$ cat config.mk
export PLATFORM = sky130hd
export DESIGN_NAME = mode_control_unit
export DESIGN_NICKNAME = d
export VERILOG_FILES = /design/src/rtl/mode_control_unit_pkg.sv /design/src/rtl/mode_control_unit_hold_repeat.sv /design/src/rtl/mode_control_unit.sv
export SDC_FILE = /design/constraint.sdc
export NUM_CORES = 1
export LEC_CHECK = 0
export CORE_ASPECT_RATIO = 1.25
export CORE_MARGIN = 1
export CORE_UTILIZATION = 50
export CTS_BUF_LIST = sky130_fd_sc_hd__clkbuf_8
export DETAILED_ROUTE_END_ITERATION = 16
export MAX_ROUTING_LAYER = met4
export PLACE_DENSITY = 0.69
export SLEW_MARGIN = 40
export SYNTH_ARGS = -nofsm -noshare
export SYNTH_HDL_FRONTEND = slang
export SYNTH_SLANG_ARGS = --single-unit
$ cat constraint.sdc
create_clock -name clk -period 2.4 [get_ports clk]
set_clock_uncertainty 0.1 [all_clocks]
set_input_delay 0.36 -clock clk [delete_from_list [all_inputs] [get_ports clk]]
set_output_delay 0.36 -clock clk [all_outputs]
set_load 0.005 [all_outputs]
$ cat src/rtl/mode_control_unit_pkg.sv
// Shared encodings for the front-panel controller: stopwatch/watch state codes,
// button-priority selection and the cursor width helper.
package mode_control_unit_pkg;

  localparam logic [1:0] SW_STOP = 2'd0;
  localparam logic [1:0] SW_RUN  = 2'd1;
  localparam logic [1:0] SW_CLR  = 2'd2;

  localparam logic W_IDLE = 1'b0;
  localparam logic W_EDIT = 1'b1;

  typedef enum logic [2:0] {
    BTN_NONE,
    BTN_C,
    BTN_L,
    BTN_R,
    BTN_U,
    BTN_D
  } btn_sel_e;

  function automatic int cursor_w(input int num_fields);
    return $clog2(num_fields + 1);
  endfunction

  // Same-cycle presses resolve C > L > R > U > D.
  function automatic btn_sel_e pick_btn(input logic c, input logic l, input logic r,
                                        input logic u, input logic d);
    if (c)      return BTN_C;
    else if (l) return BTN_L;
    else if (r) return BTN_R;
    else if (u) return BTN_U;
    else if (d) return BTN_D;
    else        return BTN_NONE;
  endfunction

endpackage

$ cat src/rtl/mode_control_unit_hold_repeat.sv
// Long-press auto-repeat: one pulse at LONG_PRESS_MS ticks of hold, then one every REPEAT_MS.
// o_pulse is a same-cycle strobe qualified by i_tick; the parent registers it. No backpressure.
module hold_repeat_gen #(
  parameter int LONG_PRESS_MS = 500,
  parameter int REPEAT_MS     = 100
) (
  input  logic clk,
  input  logic reset,
  input  logic i_tick,
  input  logic i_en,
  input  logic i_hold,
  output logic o_pulse
);

  localparam int LW = $clog2(LONG_PRESS_MS + 1);
  localparam int RW = $clog2(REPEAT_MS + 1);
  localparam logic [LW-1:0] LONG_MAX  = LW'(LONG_PRESS_MS);
  localparam logic [LW-1:0] LONG_LAST = LW'(LONG_PRESS_MS - 1);
  localparam logic [RW-1:0] REP_LAST  = RW'(REPEAT_MS - 1);

  logic [LW-1:0] hold_cnt;
  logic [RW-1:0] rep_cnt;
  logic          active;
  logic          long_done;

  assign active    = i_en & i_hold;
  assign long_done = (hold_cnt == LONG_MAX);
  assign o_pulse   = active & i_tick &
                     ((~long_done & (hold_cnt == LONG_LAST)) | (long_done & (rep_cnt == REP_LAST)));

  // hold_cnt saturates at LONG_PRESS_MS; rep_cnt then paces the repeat period.
  always_ff @(posedge clk or negedge reset) begin
    if (!reset) begin
      hold_cnt <= '0;
      rep_cnt  <= '0;
    end else if (!active) begin
      hold_cnt <= '0;
      rep_cnt  <= '0;
    end else if (i_tick) begin
      if (!long_done)             hold_cnt <= hold_cnt + LW'(1);
      else if (rep_cnt == REP_LAST) rep_cnt <= '0;
      else                        rep_cnt  <= rep_cnt + RW'(1);
    end
  end

endmodule

$ cat src/rtl/mode_control_unit.sv
// Front-panel controller: routes buttons by mode, owns stopwatch and watch-edit FSMs.
// All outputs registered, one cycle after the press; presses that are gated off are dropped.
module mode_control_unit
  import mode_control_unit_pkg::*;
#(
  parameter int NUM_FIELDS      = 4,
  parameter int LONG_PRESS_MS   = 500,
  parameter int REPEAT_MS       = 100,
  parameter int EDIT_TIMEOUT_MS = 10000,
  parameter int BLINK_HALF_MS   = 250
) (
  input  logic                              clk,
  input  logic                              reset,
  input  logic                              i_tick_1ms,
  input  logic                              i_sw_mode,
  input  logic                              i_sw_up_down,
  input  logic                              i_btn_L,
  input  logic                              i_btn_R,
  input  logic                              i_btn_C,
  input  logic                              i_btn_U,
  input  logic                              i_btn_D,
  input  logic                              i_btn_U_hold,
  input  logic                              i_btn_D_hold,
  output logic                              o_sw_run_stop,
  output logic                              o_sw_clear,
  output logic                              o_sw_mode,
  output logic [cursor_w(NUM_FIELDS)-1:0]   o_w_cursor,
  output logic                              o_w_edit,
  output logic                              o_w_blink_on,
  output logic                              o_w_inc,
  output logic                              o_w_dec
);

  localparam int CW = cursor_w(NUM_FIELDS);
  localparam int TW = $clog2(EDIT_TIMEOUT_MS + 1);
  localparam int BW = $clog2(BLINK_HALF_MS + 1);
  localparam logic [CW-1:0] CUR_MAX = CW'(NUM_FIELDS);
  localparam logic [TW-1:0] TO_LAST = TW'(EDIT_TIMEOUT_MS - 1);
  localparam logic [BW-1:0] BL_LAST = BW'(BLINK_HALF_MS - 1);

  // ---------------- stopwatch ----------------
  logic [1:0] sw_state, sw_next;

  always_comb begin
    sw_next = sw_state;
    case (sw_state)
      SW_STOP: if (i_sw_mode & i_btn_R) sw_next = SW_RUN;
               else if (i_sw_mode & i_btn_L) sw_next = SW_CLR;
      SW_RUN:  if (i_sw_mode & i_btn_R) sw_next = SW_STOP;
      default: sw_next = SW_STOP;
    endcase
  end

  always_ff @(posedge clk or negedge reset) begin
    if (!reset) begin
      sw_state      <= SW_STOP;
      o_sw_run_stop <= 1'b0;
      o_sw_clear    <= 1'b0;
      o_sw_mode     <= 1'b0;
    end else begin
      sw_state      <= sw_next;
      o_sw_run_stop <= (sw_next == SW_RUN);
      o_sw_clear    <= (sw_next == SW_CLR);
      if (sw_state != SW_RUN) o_sw_mode <= i_sw_up_down;
    end
  end

  // ---------------- watch edit ----------------
  logic          w_state;
  logic [TW-1:0] to_cnt, to_nx;
  logic [BW-1:0] bl_cnt, bl_nx;
  logic [CW-1:0] cursor_nx;
  logic          w_state_nx, blink_nx, inc_nx, dec_nx;
  logic          acted, force_blink, rep_en, rep_u, rep_d;
  btn_sel_e      sel;

  assign sel      = i_sw_mode ? BTN_NONE : pick_btn(i_btn_C, i_btn_L, i_btn_R, i_btn_U, i_btn_D);
  assign rep_en   = (w_state == W_EDIT) & ~i_sw_mode & ~(i_btn_U_hold & i_btn_D_hold);
  assign o_w_edit = (w_state == W_EDIT);

  hold_repeat_gen #(.LONG_PRESS_MS(LONG_PRESS_MS), .REPEAT_MS(REPEAT_MS)) u_rep_u (
    .clk(clk), .reset(reset), .i_tick(i_tick_1ms), .i_en(rep_en),
    .i_hold(i_btn_U_hold), .o_pulse(rep_u)
  );

  hold_repeat_gen #(.LONG_PRESS_MS(LONG_PRESS_MS), .REPEAT_MS(REPEAT_MS)) u_rep_d (
    .clk(clk), .reset(reset), .i_tick(i_tick_1ms), .i_en(rep_en),
    .i_hold(i_btn_D_hold), .o_pulse(rep_d)
  );

  always_comb begin
    w_state_nx  = w_state;
    cursor_nx   = o_w_cursor;
    inc_nx      = 1'b0;
    dec_nx      = 1'b0;
    acted       = 1'b0;
    force_blink = 1'b0;
    to_nx       = to_cnt;
    bl_nx       = bl_cnt;
    blink_nx    = o_w_blink_on;

    if (w_state == W_IDLE) begin
      if (sel == BTN_C) begin
        w_state_nx  = W_EDIT;
        cursor_nx   = CW'(1);
        force_blink = 1'b1;
        acted       = 1'b1;
      end
    end else if (i_sw_mode) begin
      w_state_nx = W_IDLE;
      cursor_nx  = '0;
    end else begin
      acted = 1'b1;
      case (sel)
        BTN_C: begin w_state_nx = W_IDLE; cursor_nx = '0; end
        BTN_L: begin
          cursor_nx   = (o_w_cursor >= CUR_MAX) ? CW'(1) : o_w_cursor + CW'(1);
          force_blink = 1'b1;
        end
        BTN_R: begin
          cursor_nx   = (o_w_cursor <= CW'(1)) ? CUR_MAX : o_w_cursor - CW'(1);
          force_blink = 1'b1;
        end
        BTN_U:   begin inc_nx = 1'b1; force_blink = 1'b1; end
        BTN_D:   begin dec_nx = 1'b1; force_blink = 1'b1; end
        default: acted = 1'b0;
      endcase
      // A commit wins over a repeat landing in the same cycle.
      if (sel != BTN_C && (rep_u || rep_d)) begin
        inc_nx      = inc_nx | rep_u;
        dec_nx      = dec_nx | rep_d;
        acted       = 1'b1;
        force_blink = 1'b1;
      end
      if (!acted && i_tick_1ms) begin
        if (to_cnt >= TO_LAST) begin
          w_state_nx = W_IDLE;
          cursor_nx  = '0;
        end else begin
          to_nx = to_cnt + TW'(1);
        end
      end
    end

    if (acted) to_nx = '0;

    if (w_state_nx == W_IDLE) begin
      to_nx    = '0;
      bl_nx    = '0;
      blink_nx = 1'b1;
    end else if (force_blink) begin
      bl_nx    = '0;
      blink_nx = 1'b1;
    end else if (i_tick_1ms) begin
      if (bl_cnt >= BL_LAST) begin
        bl_nx    = '0;
        blink_nx = ~o_w_blink_on;
      end else begin
        bl_nx = bl_cnt + BW'(1);
      end
    end
  end

  always_ff @(posedge clk or negedge reset) begin
    if (!reset) begin
      w_state      <= W_IDLE;
      o_w_cursor   <= '0;
      o_w_blink_on <= 1'b1;
      o_w_inc      <= 1'b0;
      o_w_dec      <= 1'b0;
      to_cnt       <= '0;
      bl_cnt       <= '0;
    end else begin
      w_state      <= w_state_nx;
      o_w_cursor   <= cursor_nx;
      o_w_blink_on <= blink_nx;
      o_w_inc      <= inc_nx;
      o_w_dec      <= dec_nx;
      to_cnt       <= to_nx;
      bl_cnt       <= bl_nx;
    end
  end

endmodule

==> impl_table.tex <==
\begin{tabular}{lr}
\hline
Metric & Value \\
\hline
\multicolumn{2}{l}{\textbf{Clocking}} \\
\quad CTS Sinks & 66 \\
\quad Number of CTS-inserted buffers & 9 \\
\quad Count of cells resized by post-cts repair & 0 \\
\quad Buffer depth of the longest clock path & 2 \\
\quad CTS H-tree lvls & 3 \\
\quad TritonCTS clock tree & done \\
\quad CTS root buf & clkbuf\_8 \\
\quad Clk\_lat worst skew & 0.35 ns \\
\quad Clock transition at the registers of the reported paths & 0.08 ns \\
\multicolumn{2}{l}{\textbf{Finish}} \\
\quad Area growth from synthesis to layout & 17.4\% \\
\quad Non-Filler Cell Area, Final & 0.00436 mm2 \\
\quad Layout Nets & 468 \\
\quad Total of fill cells in the finished design & 593 \\
\quad Count of antenna diodes in the layout & 0 \\
\quad Layout cell share with drive strength beyond 1 & 10.7\% \\
\quad Fin cells & 537 \\
\multicolumn{2}{l}{\textbf{Setup path}} \\
\quad Kind of start point of the critical path & flip-flop \\
\quad Sort of element at the end of the critical path & flip-flop \\
\quad Required time worst endpoint & 2.54 ns \\
\quad Arrival @ worst endpoint & 2.35 ns \\
\quad Worst Path Class, Setup & flip-flop to flip-flop \\
\quad Peak fanout along the critical path & 12 \\
\multicolumn{2}{l}{\textbf{Pwr}} \\
\quad Power per cell area & 560 mW/mm2 \\
\quad Peak supply drop & 0.000323 V \\
\quad Standby leakage power & 1.81 nW \\
\multicolumn{2}{l}{\textbf{Floorplan}} \\
\quad Total die area & 0.00778 mm2 \\
\quad Overall die height & 98.4 um \\
\quad Initial Utilization & 52.6\% \\
\quad I/O pin count & 22 \\
\quad Width of the die & 79.1 um \\
\quad Core area & 0.00706 mm2 \\
\quad FP Rows & 34 \\
\multicolumn{2}{l}{\textbf{Yosys}} \\
\quad Mean instance size in the synthesized netlist & 9.24 um2 \\
\quad EDFF count, synth & 0 \\
\quad Post-synthesis register bit count & 66 \\
\quad Primary FF master, synth & dfrtp\_1 \\
\quad Sequential cell area fraction in the yosys report & 44.5\% \\
\quad Count of mapped cells out of synthesis & 402 \\
\quad Yosys warns & 0 \\
\quad Async set-or-reset flop fraction in the synthesized netlist & 100\% \\
\quad Number of distinct library cells after synthesis & 58 \\
\quad Post-Syn Nets & 428 \\
\quad Post-Syn Area & 0.00371 mm2 \\
\multicolumn{2}{l}{\textbf{Drt}} \\
\quad Residual antenna-violating net count after detailed routing & 0 \\
\quad Met3 wire length & 211 um \\
\quad Total DRC errors in the routed layout & 0 \\
\quad DRC violation total after the first TritonRoute iteration & 149 \\
\quad Highest routed metal layer & met4 \\
\quad Vias per cell & 5.53 \\
\quad Metal1 wirelength & 3450 um \\
\quad DRT Wirelength & 7460 um \\
\quad Total via count in the routed design & 2,972 \\
\quad First drt pass iteration count & 4 \\
\quad Wire length on met2 & 3690 um \\
\quad Wirelength per Cell & 13.9 um \\
\multicolumn{2}{l}{\textbf{STA}} \\
\quad Post-Route Setup TNS & 0 ns \\
\quad Period utilization & 92.3\% \\
\quad Shortest period the worst path allows & 2.22 ns \\
\quad Setup repair after global routing missed its margin & false \\
\quad Worst relative slew slack & 68.3\% \\
\quad Timing-limited maximum frequency & 451 MHz \\
\quad Final setup violating endpoints & 0 \\
\quad Final Slew Violations & 0 \\
\quad Final hold violations & 0 \\
\quad Transition time at the pin with the least slew margin & 0.472 ns \\
\multicolumn{2}{l}{\textbf{Placed design}} \\
\quad RD Place Congestion & 0.822 \\
\quad Total half-perimeter wirelength after legalization and detailed placement & 5130 um \\
\quad Count of buffers inserted at the top-level ports & 21 \\
\quad Placed standard-cell area & 0.00413 mm2 \\
\quad Cell Count Post-Placement & 520 \\
\multicolumn{2}{l}{\textbf{Global routing}} \\
\quad Via count of the first global-routing pass & 2,969 \\
\quad Pin count of the biggest net entering global routing & 67 \\
\quad Aggregate global-route resource usage & 22.1\% \\
\quad Antenna violations before repair & 0 \\
\quad First-pass GRT wire length & 13,200 um \\
\quad Global route overflow & 0 \\
\multicolumn{2}{l}{\textbf{Status}} \\
\quad Result of the run & completed \\
\multicolumn{2}{l}{\textbf{Worst hold path}} \\
\quad Type of the most critical hold path & flip-flop to flip-flop \\
\multicolumn{2}{l}{\textbf{Flow run}} \\
\quad Number of maximum-capacitance constraint violations & 0 \\
\hline
\end{tabular}
[logic make-up (layout without fill, tap and decap cells)]
| family | Yosys count | after routing | synth area share [%] |
|---|---|---|---|
| muxes | 3 | 3 | 0.842 |
| adders and majority gates | 14 | 14 | 4.72 |
| AOI/OAI and AO/OA | 57 | 57 | 9.64 |
| DFF | 66 | 66 | 44.5 |
| buffers and inverters | 27 | 72 | 3.44 |
| and+or+nand+nor | 199 | 199 | 28.4 |
| xor gates and xnor gates | 36 | 36 | 8.49 |
[flip-flops by register name (all words and copies together) (netlist names), 2 cells and up]
name              cells
sw_state              2
bl_cnt                8
to_cnt               14
u_rep_u.rep_cnt       7
u_rep_d.rep_cnt       7
u_rep_d.hold_cnt      9
o_w_cursor            3
u_rep_u.hold_cnt      9
[synth_stat cells (4+ instances only)]
cell | count | area (um2)
nor4_1 | 5 | 31.3
dfrtp_1 | 65 | 1630
clkbuf_1 | 6 | 22.5
nand2_1 | 29 | 109
ha_1 | 14 | 175
or3_1 | 7 | 43.8
o21ai_0 | 11 | 55.1
and3_1 | 14 | 87.6
and4_1 | 4 | 35.0
inv_1 | 14 | 52.6
a21oi_1 | 24 | 120
xnor2_1 | 14 | 123
nand3b_1 | 4 | 30.0
nand4_1 | 19 | 119
nand2b_1 | 5 | 31.3
nor2_1 | 67 | 251
and2_1 | 4 | 25.0
nor3_1 | 8 | 40.0
xor2_1 | 22 | 193
nand3_1 | 11 | 55.1
[final timing paths]
path	slack, ns	to	start	cells past startpoint
min in group asynchronous	0.44	sw_state[1]$_DFF_PN0_	reset	3
max in group asynchronous	1.43	o_w_blink_on$_DFFE_PN1P_	reset	3
max	0.18	to_cnt[7]$_DFFE_PN0P_	u_rep_d.hold_cnt[0]$_DFFE_PN0P_	8
min reg2reg	0.37	sw_state[0]$_DFF_PN0_	sw_state[1]$_DFF_PN0_	1
max reg2reg	0.18	to_cnt[7]$_DFFE_PN0P_	u_rep_d.hold_cnt[0]$_DFFE_PN0P_	8
min	0.37	sw_state[0]$_DFF_PN0_	sw_state[1]$_DFF_PN0_	1
[stage by stage]
stage                     power (mW)  setup WS [ns]  utilization (%)  hold WS, ns
after floorplan                 1.30          0.160                -      -0.0356
after global placement          1.43         -0.102             58.5        0.303
after detailed placement        1.43         -0.132             58.5        0.304
after CTS                       2.47          0.168             61.7        0.375
after global routing            2.54         0.0190             61.7        0.414
final                           2.44          0.184             61.7        0.373
[worst max-delay path: stages, from the launching register on]
cell and delay [ns]:
dfrtp_1 0.40, ha_1 0.22, nor4bb_1 0.29, a31oi_1 0.10, or3_1 0.50, buf_12 0.19
nand4_1 0.10, xor2_1 0.16, nor2_1 0.06
[per-layer routing]
layer | global-route usage, % | up-vias
met4 | 8.11 | 0
met2 | 36.1 | 49
met1 | 26.8 | 1416
met3 | 4.58 | 12
met5 | - | -
li1 | - | 1495
[report_power, final]
| part | total (mW) | switching (mW) | leakage (nW) | internal [mW] |
|---|---|---|---|---|
| Clock | 1.03 | 0.448 | 0.105 | 0.582 |
| Sequential | 1.17 | 0.0238 | 0.909 | 1.15 |
| Combinational | 0.241 | 0.118 | 0.791 | 0.123 |
| Total | 2.44 | 0.590 | 1.81 | 1.85 |
[cell usage in the layout (no fill, tap or decap), drive strengths merged, types with 3 or more instances in the layout]
master / count
o21ai: 13
and4b: 3
nand3b: 4
nor4b: 3
buf: 21
nand3: 11
and4: 4
nand2b: 6
a21oi: 24
inv: 14
xor2: 22
ha: 14
or3: 7
xnor2: 14
nor2b: 3
nand2: 29
clkinv: 3
and2: 4
and3: 15
nor3: 8
nand4: 19
clkdlybuf4s50: 20
dfrtp: 65
nor2: 68
clkbuf: 9
nor4: 5
[cell type report]
type	count	area, um2	share of cell area [%]
multi-input cells	309	1930	44.3
well taps	90	113	2.58
clock inverters	7	93.8	2.15
flip-flops and latches	66	1650	37.9
inverters	14	52.6	1.21
repair buffers	42	390	8.96
clock buffers	9	124	2.84
[repair_timing]
item	4_1_cts	5_1_grt
endpoints found under the hold margin	65	0
setup buffers	0	0
endpoints found under the setup margin	0	0
hold buffers	1	0
Power figures use the tool's default switching activity.
==> variant (config.mk and constraints unchanged) <==
`REPEAT_MS` is set to 100 in 2 places; all go to 200.
--- a/src/rtl/mode_control_unit_hold_repeat.sv
+++ b/src/rtl/mode_control_unit_hold_repeat.sv
@@ -3,5 +3,5 @@
 module hold_repeat_gen #(
   parameter int LONG_PRESS_MS = 500,
-  parameter int REPEAT_MS     = 100
+  parameter int REPEAT_MS     = 200
 ) (
   input  logic clk,
--- a/src/rtl/mode_control_unit.sv
+++ b/src/rtl/mode_control_unit.sv
@@ -6,5 +6,5 @@
   parameter int NUM_FIELDS      = 4,
   parameter int LONG_PRESS_MS   = 500,
-  parameter int REPEAT_MS       = 100,
+  parameter int REPEAT_MS       = 200,
   parameter int EDIT_TIMEOUT_MS = 10000,
   parameter int BLINK_HALF_MS   = 250
Formal check against the unedited RTL: no difference found for any inputs over 4 cycles, from zero or initial values and one cycle with reset low; that may be too few to reach the edited logic, so the function may still have changed.
==> variant against the original RTL <==
- power up 7.3%
- critical path type unchanged
- combinational power up 6%
- synthesized area up 0.47%
- wire length up 7.1%
- via count up 8.1%
- design area up 5.9%
- sequential power up 3%
- count of clock-buffer cells in the layout up 1
- sequential share of layout area down 1.0 points
- sequential cell count up 2
- utilization up 3.2 points
- setup slack worse by 120 ps
==> variant: results (changes against the original RTL) <==
- Run status: complete, no violations (unchanged)
- CP max FO: 6 (was 12)
- Via density: 5.65 (was 5.53)
- DP HPWL: 5.48 mm (was 5.13 mm)
- First-pass GRT wire length: 13.7 mm (was 13.2 mm)
- Power per cell area: 567 nW/um^2 (was 560 nW/um^2)
- Met2 Routed Length: 3.97 mm (was 3.69 mm)
- Place WS: -271 ps (was -132 ps)
- GPL Wtd Cong: 0.811 (was 0.822)
- Peak VDD IR: 531 uV (was 323 uV)
- Detailed router's first-iteration violation count: 151 (was 149)
- Layout Cells excl Fill: 568 (was 537)
- Met2 Usage GRT: 36.9% (was 36.1%)
- Post-synth net total: 436 (was 428)
- Total track usage: 23.0% (was 22.1%)
- Placed Instances: 547 (was 520)
- WL final: 7.99 mm (was 7.46 mm)
- Top cells by count, synth: dfrtp_1 (67), nor2_1 (58), nand2_1 (35), o21ai_0 (29), a21oi_1 (22) (was nor2_1 (67), dfrtp_1 (65), nand2_1 (29), a21oi_1 (24), xor2_1 (22))
- Leakage power figure: 1.88 nW (was 1.81 nW)
- Synth top area cells: dfrtp_1 (45%), nor2_1 (5.8%), ha_1 (4.7%) (was dfrtp_1 (44%), nor2_1 (6.8%), xor2_1 (5.2%))
- CP max stage delay: 430 ps (was 500 ps)
- Slowest-stage cell, CP: or3_4 (was or3_1)
- Met1 GRT Util: 27.1% (was 26.8%)
- Post-DP Area: 4290 um^2 (was 4130 um^2)
- Met3 Wirelength: 287 um (was 211 um)
- Met3 Usage GRT: 5.00% (was 4.58%)
- Post-synth cell types: 46 (was 58)
- Critical Path AT: 2520 ps (was 2350 ps)
- Sequential Power Share: 46.1% (was 47.9%)
- Met1 Routed Length: 3.56 mm (was 3.45 mm)
## variant: cell count changes in the layout (fill, tap and decap cells not counted), moves of 4 or more
cell,delta
nand4_1,-7
and3_1,-5
nand2_1,+6
nor2_1,-9
nand3_1,+9
xor2_1,-6
o21ai_0,+16
o31ai_1,+5
and2_1,-4
buf_4,+23
or3_1,+4
## variant: final timing paths
check / startpoint / end / slack, ps / cells after the start
min in group asynchronous: reset / o_w_cursor[2] / 460 / 3
min reg2reg: sw_state[1] / o_sw_run_stop / 370 / 1
max: to_cnt[6] / to_cnt[5] / 60 / 6
max reg2reg: to_cnt[6] / to_cnt[5] / 60 / 6
max in group asynchronous: reset / o_w_blink_on / 1410 / 3
min: sw_state[1] / o_sw_run_stop / 370 / 1
## variant: per-stage QoR
stage | TNS, ps | hold slack, ps
floorplan | 0 | -35.6
global placement | -2870 | 306
detailed placement | -3670 | 314
CTS | -34.5 | 370
global route | -107 | 405
finish | 0 | 371
## variant: cell families (layout without fill, tap and decap cells)
family / after synthesis / after routing / synth area share [%]
AO/OA/AOI/OAI: 73 / 73 / 11.5
XOR/XNOR: 31 / 31 / 7.28
adder cells (fa/ha/maj): 14 / 14 / 4.69
buffers and inverters: 29 / 96 / 3.42
flip-flops: 68 / 68 / 45.6
multiplexers: 5 / 5 / 1.37
AND/OR/NAND/NOR: 190 / 191 / 26.1
## variant: repair_timing
item                                   4_1_cts  5_1_grt
setup buffers                                2        1
cloned                                       1        0
hold buffers                                 1        0
pin swaps                                   11        5
endpoints found under the hold margin       67        0
setup endpoints to repair                    5       23
resized for setup                            9        4
## variant: area by class of cell
type	count	area, um^2
fillers	587	2490
multi-input cells	314	1950
flip-flops and latches	68	1700
repair buffers	64	543
clock buffers	10	138
well taps	90	113
clock inverters	6	111
inverters	16	60.1
